<file path="src/rtl/ex_muldiv_unit.sv">
// EX-stage operand resolution plus an iterative MUL / DIVU / REMU engine.
// Stalls the pipeline via busy_o while the 32-step shift-add or restoring-divide runs.
module ex_muldiv_unit #(
    parameter int XLEN = 32,
    parameter int ITER = 32
) (
    input  logic            clk_i,
    input  logic            rst_i,
    input  logic [1:0]      ForwardA_i,
    input  logic [1:0]      ForwardB_i,
    input  logic [XLEN-1:0] EXRs1Data_i,
    input  logic [XLEN-1:0] EXRs2Data_i,
    input  logic [XLEN-1:0] MemALUResult_i,
    input  logic [XLEN-1:0] WBWriteData_i,
    input  logic            start_i,
    input  logic [1:0]      op_i,
    input  logic            flush_i,
    output logic [XLEN-1:0] OpA_o,
    output logic [XLEN-1:0] OpB_o,
    output logic            busy_o,
    output logic            done_o,
    output logic [XLEN-1:0] result_o
);

    localparam int CW = $clog2(ITER);

    localparam logic [1:0] OP_MUL  = 2'b00;
    localparam logic [1:0] OP_REMU = 2'b10;
    localparam logic [1:0] OP_RSVD = 2'b11;

    typedef enum logic [1:0] {
        S_IDLE = 2'b00,
        S_BUSY = 2'b01,
        S_DONE = 2'b10
    } state_t;

    state_t              state_q, state_d;
    logic [CW-1:0]       cnt_q, cnt_d;
    logic [1:0]          op_q, op_d;
    logic [XLEN-1:0]     b_q, b_d;
    logic [2*XLEN-1:0]   acc_q, acc_d;
    logic [XLEN-1:0]     result_q, result_d;

    logic                start_ok;
    logic [XLEN:0]       mul_sum;
    logic [2*XLEN-1:0]   mul_next;
    logic [XLEN:0]       div_shift;
    logic [XLEN:0]       div_diff;
    logic                div_ge;
    logic [XLEN-1:0]     div_rem;
    logic [2*XLEN-1:0]   div_next;
    logic [2*XLEN-1:0]   iter_next;

    // Forwarding mux: 10 = EX/MEM, 01 = MEM/WB, 00 and 11 = register file.
    always_comb begin
        case (ForwardA_i)
            2'b10:   OpA_o = MemALUResult_i;
            2'b01:   OpA_o = WBWriteData_i;
            default: OpA_o = EXRs1Data_i;
        endcase
        case (ForwardB_i)
            2'b10:   OpB_o = MemALUResult_i;
            2'b01:   OpB_o = WBWriteData_i;
            default: OpB_o = EXRs2Data_i;
        endcase
    end

    assign start_ok = (state_q == S_IDLE) && start_i && (op_i != OP_RSVD) && !flush_i;
    assign busy_o   = rst_i && (start_ok || (state_q == S_BUSY));
    assign done_o   = (state_q == S_DONE);
    assign result_o = result_q;

    // acc_q is {high, low}: for MUL the partial product with the multiplier in the low
    // half; for division the running remainder and the dividend/quotient shift register.
    always_comb begin
        mul_sum   = {1'b0, acc_q[2*XLEN-1:XLEN]} + (acc_q[0] ? {1'b0, b_q} : '0);
        mul_next  = {mul_sum, acc_q[XLEN-1:1]};

        div_shift = {acc_q[2*XLEN-1:XLEN], acc_q[XLEN-1]};
        div_diff  = div_shift - {1'b0, b_q};
        div_ge    = (div_shift >= {1'b0, b_q});
        div_rem   = div_ge ? div_diff[XLEN-1:0] : div_shift[XLEN-1:0];
        div_next  = {div_rem, acc_q[XLEN-2:0], div_ge};

        iter_next = (op_q == OP_MUL) ? mul_next : div_next;
    end

    always_comb begin
        state_d  = state_q;
        cnt_d    = cnt_q;
        op_d     = op_q;
        b_d      = b_q;
        acc_d    = acc_q;
        result_d = result_q;
        case (state_q)
            S_IDLE: begin
                if (start_ok) begin
                    state_d = S_BUSY;
                    cnt_d   = '0;
                    op_d    = op_i;
                    b_d     = OpB_o;
                    acc_d   = {{XLEN{1'b0}}, OpA_o};
                end
            end
            S_BUSY: begin
                if (flush_i) begin
                    state_d = S_IDLE;
                    cnt_d   = '0;
                end else begin
                    acc_d = iter_next;
                    cnt_d = cnt_q + 1'b1;
                    if (cnt_q == CW'(ITER - 1)) begin
                        state_d  = S_DONE;
                        cnt_d    = '0;
                        result_d = (op_q == OP_REMU) ? iter_next[2*XLEN-1:XLEN]
                                                     : iter_next[XLEN-1:0];
                    end
                end
            end
            S_DONE: begin
                // The finishing instruction is still in EX this cycle, so start_i is ignored.
                state_d = S_IDLE;
            end
            default: state_d = S_IDLE;
        endcase
    end

    always_ff @(posedge clk_i or negedge rst_i) begin
        if (!rst_i) begin
            state_q  <= S_IDLE;
            cnt_q    <= '0;
            op_q     <= '0;
            b_q      <= '0;
            acc_q    <= '0;
            result_q <= '0;
        end else begin
            state_q  <= state_d;
            cnt_q    <= cnt_d;
            op_q     <= op_d;
            b_q      <= b_d;
            acc_q    <= acc_d;
            result_q <= result_d;
        end
    end

endmodule

</file>
<file path="config.mk">
export PLATFORM = sky130hd
export DESIGN_NAME = ex_muldiv_unit
export DESIGN_NICKNAME = d
export VERILOG_FILES = /design/src/rtl/ex_muldiv_unit.sv
export SDC_FILE = /design/constraint.sdc
export NUM_CORES = 1
export LEC_CHECK = 0
export BUFFER_PORTS_ARGS = -buffer_cell sky130_fd_sc_hd__buf_2
export CORE_MARGIN = 3
export CORE_UTILIZATION = 45
export DETAILED_ROUTE_END_ITERATION = 8
export GPL_TIMING_DRIVEN = 0
export PLACE_DENSITY = 0.68
export SLEW_MARGIN = 30
export SYNTH_ARGS = -nofsm -noshare
export SYNTH_HDL_FRONTEND = slang
export SYNTH_SLANG_ARGS = --single-unit
</file>
<file path="constraint.sdc">
create_clock -name clk_i -period 3.3 [get_ports clk_i]
set_input_delay 0.33 -clock clk_i [delete_from_list [all_inputs] [get_ports clk_i]]
set_output_delay 0.33 -clock clk_i [all_outputs]
set_load 0.02 [all_outputs]
</file>
# Word-level counts from Yosys, hierarchy flattened
# Index checks and enable logic that the tools add are counted.
# W data, S select, Z words.
[totals]
regBits = 137
input_bits = 138
out_inout_bits = 98
word_cells = 54
[op_classes]
addsub = 3
n_lt_le_gt_ge = 1
n_eq_ne = 12
muxes = 17
bitwise_logic = 1
reduce_logical = 14
[ops]
columns = ["cell", "n"]
rows = [
  ["$mux W64", 3],
  ["$pmux W32 S2", 2],
  ["$pmux W64 S2", 1],
  ["$mux W32", 3],
  ["$add A32 B32 Y33", 1],
  ["$ge A33 B32 Y1", 1],
  ["$sub A32 B32 Y32", 1],
  ["$mux W5", 3],
  ["$pmux W5 S2", 1],
  ["$eq A2 B2 Y1 const B", 4],
  ["$eq A2 B1 Y1 const B", 3],
  ["$mux W2", 3],
  ["$ne A2 B2 Y1 const B", 3],
  ["$reduce_and A2 Y1", 3],
  ["$reduce_and A3 Y1", 2],
  ["$add A5 B1 Y5 const B", 1],
  ["$eq A5 B5 Y1 const B", 1],
  ["$logic_and A1 B1 Y1", 4],
  ["$logic_not A2 Y1", 2],
  ["$pmux W2 S2", 1],
  ["$ne A3 B2 Y1 const B", 1],
  ["$reduce_bool A2 Y1", 1],
  ["$logic_not A1 Y1", 1],
  ["$logic_or A1 B1 Y1", 1],
  ["$not A1 Y1", 1],
]

# Depth between registers and ports, before layout
[logic_depth]
depth_word = 6
ltp_mapped = 15
depth_no_buf = 14

# Worst setup path before layout
# No wires, ideal clock.
[synth_path]
path_type = "register to register"
start = "register acc_q[0]"
end = "register acc_q[62]"
setup_time_ps = 66
arrival_time_ps = 3206
required_time_ps = 3234
slack_ps = 27
path_stages_with_launch = 15
n_path_buf = 1
period_less_slack_ps = 3273
path_cell_list = "dfrtp_1 -> clkbuf_1 -> nand2_1 -> inv_1 -> ha_1 -> a211oi_1 -> o21ai_0 -> a31oi_1 -> o211ai_1 -> a21oi_1 -> nor4_1 -> nor2_1 -> mux2_2 -> a2111oi_0 -> a221o_1"
[synth_via]
elab_chain_len = 5
[synth_rtl]
columns = ["item", "line_no", "text"]
rows = [
  ["start: declaration", "41", "logic [2*XLEN-1:0] acc_q, acc_d;"],
  ["start signal: assignment", "134", "acc_q <= '0;"],
  ["start signal: assignment", "141", "acc_q <= acc_d;"],
  ["$mux W32", "76", "mul_sum = {1'b0, acc_q[2*XLEN-1:XLEN]} + (acc_q[0] ? {1'b0, b_q} : '0);"],
  ["$add A32 B32 Y33", "76", ""],
  ["$mux W64", "85", "iter_next = (op_q == OP_MUL) ? mul_next : div_next;"],
  ["$mux W64", "106", "if (flush_i) begin"],
  ["$pmux W64 S2", "95", "case (state_q)"],
]
# Every way passes these cells. The select of a mux whose other input is x is not followed.
# A chain may end at the register's enable or synchronous reset.

# Final worst setup path
[layout_path]
start = "register acc_q[31]"
end = "register acc_q[58]"
[layout_via]
elab_chain_len = 5
word_cells_on_any_way = 6
classes_between = "1 x add/sub; 1 x order compare; 4 x mux"
[layout_rtl]
columns = ["item", "line_no", "text"]
rows = [
  ["$sub A32 B32 Y32 or $ge A33 B32 Y1 (tied branches)", "80, 81", ""],
  ["$mux W32 (*)", "82", "div_rem = div_ge ? div_diff[XLEN-1:0] : div_shift[XLEN-1:0];"],
  ["$mux W64 (*)", "85", ""],
  ["$mux W64 (*)", "106", ""],
  ["$pmux W64 S2 (*)", "95", ""],
]
# Mark *: on every way between the ends. The rest lies on a longest branch, timed or not. The select of a mux whose other input is x is not followed.

==> flow_summary.toml <==
[run_status]
status = "finished, violations left"
failed_checks = "negative setup slack"

[logic_synthesis]
seq_area_frac_synth = 0.303
synthArstFlopShare = 1.00
synth_area_um2 = 11300
synth_top_family_by_area = "compound AO/OA/AOI/OAI gates"
dominantRegCellSynth = "dfrtp_1"
synth-edff-count = 0
synth_warnings = 0
synth_seq_cells = 137
yosys.area_share.adder = 0.0810
yosys-top-cells-count = "o21ai_0 (193), nand2_1 (192), dfrtp_1 (137), a21oi_1 (116), clkbuf_1 (84)"
synth-xor-area-share = 0.0434
synth_top_cell_by_area = "dfrtp_1"
syn-mean-instance-area_um2 = 7.90
muxShareOfSynthArea = 0.0495
ys_top_cells_by_area = "dfrtp_1 (30%), o21ai_0 (8.5%), ha_1 (7.7%), nand2_1 (6.4%), a21oi_1 (5.1%)"
synth_nets = 1641
syn_inst = 1431
yosysUniqueCellTypes = 64
synth_compound_area_frac = 0.317
synth_top_area_frac = 0.303
synth.most_common_cell = "o21ai_0"
yosys.area_share.simple = 0.156

[route]
wl_per_cell_um = 23.0
avgViaCountPerCell = 6.21
vias = 12900
postRouteAntennaNets = 0
wl_mm = 47.7
firstDrtPassIters = 9
drt-initial-drc-count = 1386
drc = 0

[power]
power.share.clock = 0.143
leakage_nw = 7.00
p_seq_frac = 0.175
power_density_nw_per_um2 = 963
internal-power_mw = 7.53
p_switching_mw = 6.81
power_frac_comb = 0.682
p_total_mw = 14.3
swShare = 0.475
vdd_drop_max_mv = 0.522

[critical_path]
slowest_delay_ps = 400
cp.required_ps = 3650
crit_arrival_ps = 3820
ff2ff_path_depth = 14
timing.rr.end = "acc_q[58]"
startpoint = "acc_q[31]"
timing.critical_path.to = "acc_q[58]"
crit_top_cell = "a221o_1"
crit_chain = "inv_1 -> ha_1 -> inv_1 -> a21o_1 -> a221o_1 -> a221o_1 -> a221o_1 -> a21oi_4 -> o41ai_4 -> buf_6 -> buf_6 -> mux2i_4 -> or3_1 -> o211ai_1"
critPathKind = "reg -> reg"
crit_fanout = 5
startpoint_type = "flip-flop"
end_kind = "flip-flop"
reg2reg_slack_ps = -170
crit_path_top_delay_cell = "a221o_1"
r2r-start = "acc_q[31]"

[clock_network]
cts_tree = "done"
worstSkewPairLatency_ps = 440
cts_buffer_depth = 2
ctsHtreeMaxLevel = 4
cts.clk_slew.worst_paths_ps = 60
cts.sinks = 137
cts_root_buf = "clkbuf_16"
numCtsBuffers = 17

[finish]
nets = 1944
final-seq-area_um2 = 3440
fin_util = 0.607
final_cells = 2071
drive_above_1_share = 0.269
syn_to_final_growth_pct = 31.7
fill_cells = 2182
multi_input_area_um2 = 8180
diodes = 0

[timing]
fin_worst_skew_ps = 13.8
finalSetupViolCount = 54
grt_setup_unrepaired = "yes"
hold_viol = 0
relSlewSlack = 0.286
finalMaxSlewViolations = 0
finalCritPeriodShare = 1.05
min_period_ps = 3470
worstMarginPinSlew_ps = 1070
layout_setup_ws_ps = -173
fin_hold_ws_ps = 248
fmax_mhz = 288

[floorplan]
initial_core_util = 0.461
die_h_um = 165
die_w_um = 165
rows = 57
io_pins = 236
core_area_um2 = 24500
dieArea_um2 = 27100

[hold_path]
hp-class = "in -> reg"
hold_start = "op_i[1]"

[grt]
groute.usage.overall = 0.342
grt_max_degree = 85
grt_overflow = 0
antenna_found_initial = 0
grt_pass1_vias = 12500
grt_pass1_wl_mm = 70.9

[place]
dp_hpwl_mm = 35.8
dp.cells = 1991
gp_congestion = 0.971
io_buffers = 235

[flow_run]
max_cap_viol_count = 0
worst min path at each step:
| stage | end | slack, ps | depth (start not counted) |
|---|---|---|---|
| floorplan | acc_q[0] | 30 | 0 |
| global placement | result_o[17] | 460 | 1 |
| detailed placement | cnt_q[3] | 290 | 1 |
| CTS | op_q[1] | 240 | 3 |
| global route | op_q[1] | 240 | 3 |
| finish | op_q[1] | 250 | 3 |
routing by layer:
| metal | global-route usage | wire length [µm] | up-vias |
|---|---|---|---|
| li1 | - | - | 5825 |
| met3 | 0.0444 | 4100 | 135 |
| met1 | 0.452 | 18900 | 6129 |
| met5 | 0 | 0 | - |
| met2 | 0.566 | 22700 | 768 |
| met4 | 0.145 | 2050 | 0 |
power by group through the flow:
stage	Sequential, mW	Clock (mW)	Combinational, mW
after detailed placement	2.47	0	6.79
final	2.51	2.05	9.78
after global placement	2.46	0	6.75
after global routing	2.55	2.12	10.3
after floorplan	2.33	0	4.91
after CTS	2.47	2.04	8.23
cell type report:
| class | count | share of cell area |
|---|---|---|
| plain buffers | 86 | 0.0260 |
| clock buffers | 19 | 0.0297 |
| clock inverters | 13 | 0.0113 |
| inverters | 57 | 0.0144 |
| multi-input cells | 1146 | 0.549 |
| flip-flops and latches | 137 | 0.231 |
| well taps | 324 | 0.0272 |
| repair buffers | 289 | 0.111 |
layout by cell type, fill, tap and decap left out, drive strengths merged, types with 10 or more instances in the layout:
| cell | netlist | final |
|---|---|---|
| clkbuf | 84 | 99 |
| buf | 7 | 294 |
| dfrtp | 137 | 137 |
| ha | 70 | 70 |
| o21bai | 13 | 13 |
| a21oi | 117 | 117 |
| xnor2 | 36 | 36 |
| mux2 | 12 | 12 |
| a211o | 10 | 10 |
| nor2 | 72 | 72 |
| a22o | 18 | 18 |
| and2 | 45 | 45 |
| a22oi | 75 | 75 |
| nand3 | 21 | 21 |
| a21o | 49 | 49 |
| xor2 | 20 | 20 |
| mux2i | 42 | 42 |
| inv | 57 | 60 |
| o21ai | 203 | 203 |
| a31oi | 10 | 10 |
| and3 | 13 | 13 |
| nand4 | 11 | 11 |
| nand2 | 192 | 192 |
| a211oi | 25 | 25 |
| nor3 | 11 | 11 |
flip-flops by register name (all words and copies together) (netlist names):
register and flops:
result_o 32, cnt_q 5, acc_q 64, b_q 32, state_q 2, op_q 2
timing repair:
item / in CTS / in global routing
hold buffers: 1 / 0
setup endpoints to repair: 64 / 63
pin swaps: 28 / 42
endpoints found under the hold margin: 54 / 0
resized for setup: 116 / 102
cloned: 2 / 1
setup buffers: 36 / 15
worst max-delay path: cells and delay by family, from the launching register on:
family / cells / cell delay (ps)
adder cells (fa/ha/maj): 1 / 140
AND/OR/NAND/NOR: 1 / 360
multiplexers: 1 / 180
AO/OA/AOI/OAI: 7 / 1850
buffers and inverters: 4 / 460
flip-flops: 1 / 390
cells by family after synthesis:
kind of cell | count (synthesis)
AOI/OAI and AO/OA | 572
xor gates and xnor gates | 56
adders and majority gates | 72
buffers and inverters | 148
DFF | 137
muxes | 54
and+or+nand+nor | 392
through the flow:
step           setup WS, ps  setup TNS (ps)  area (µm²)
2_1_floorplan          27.3               0       11300
3_3_place_gp          -1170          -41740       12900
3_5_place_dp          -1190          -26180       12900
4_1_cts               -35.9            -186       14300
5_1_grt                -181           -5510       14900
6_report               -173           -3660       14900
(Power assumes the default switching activity.)
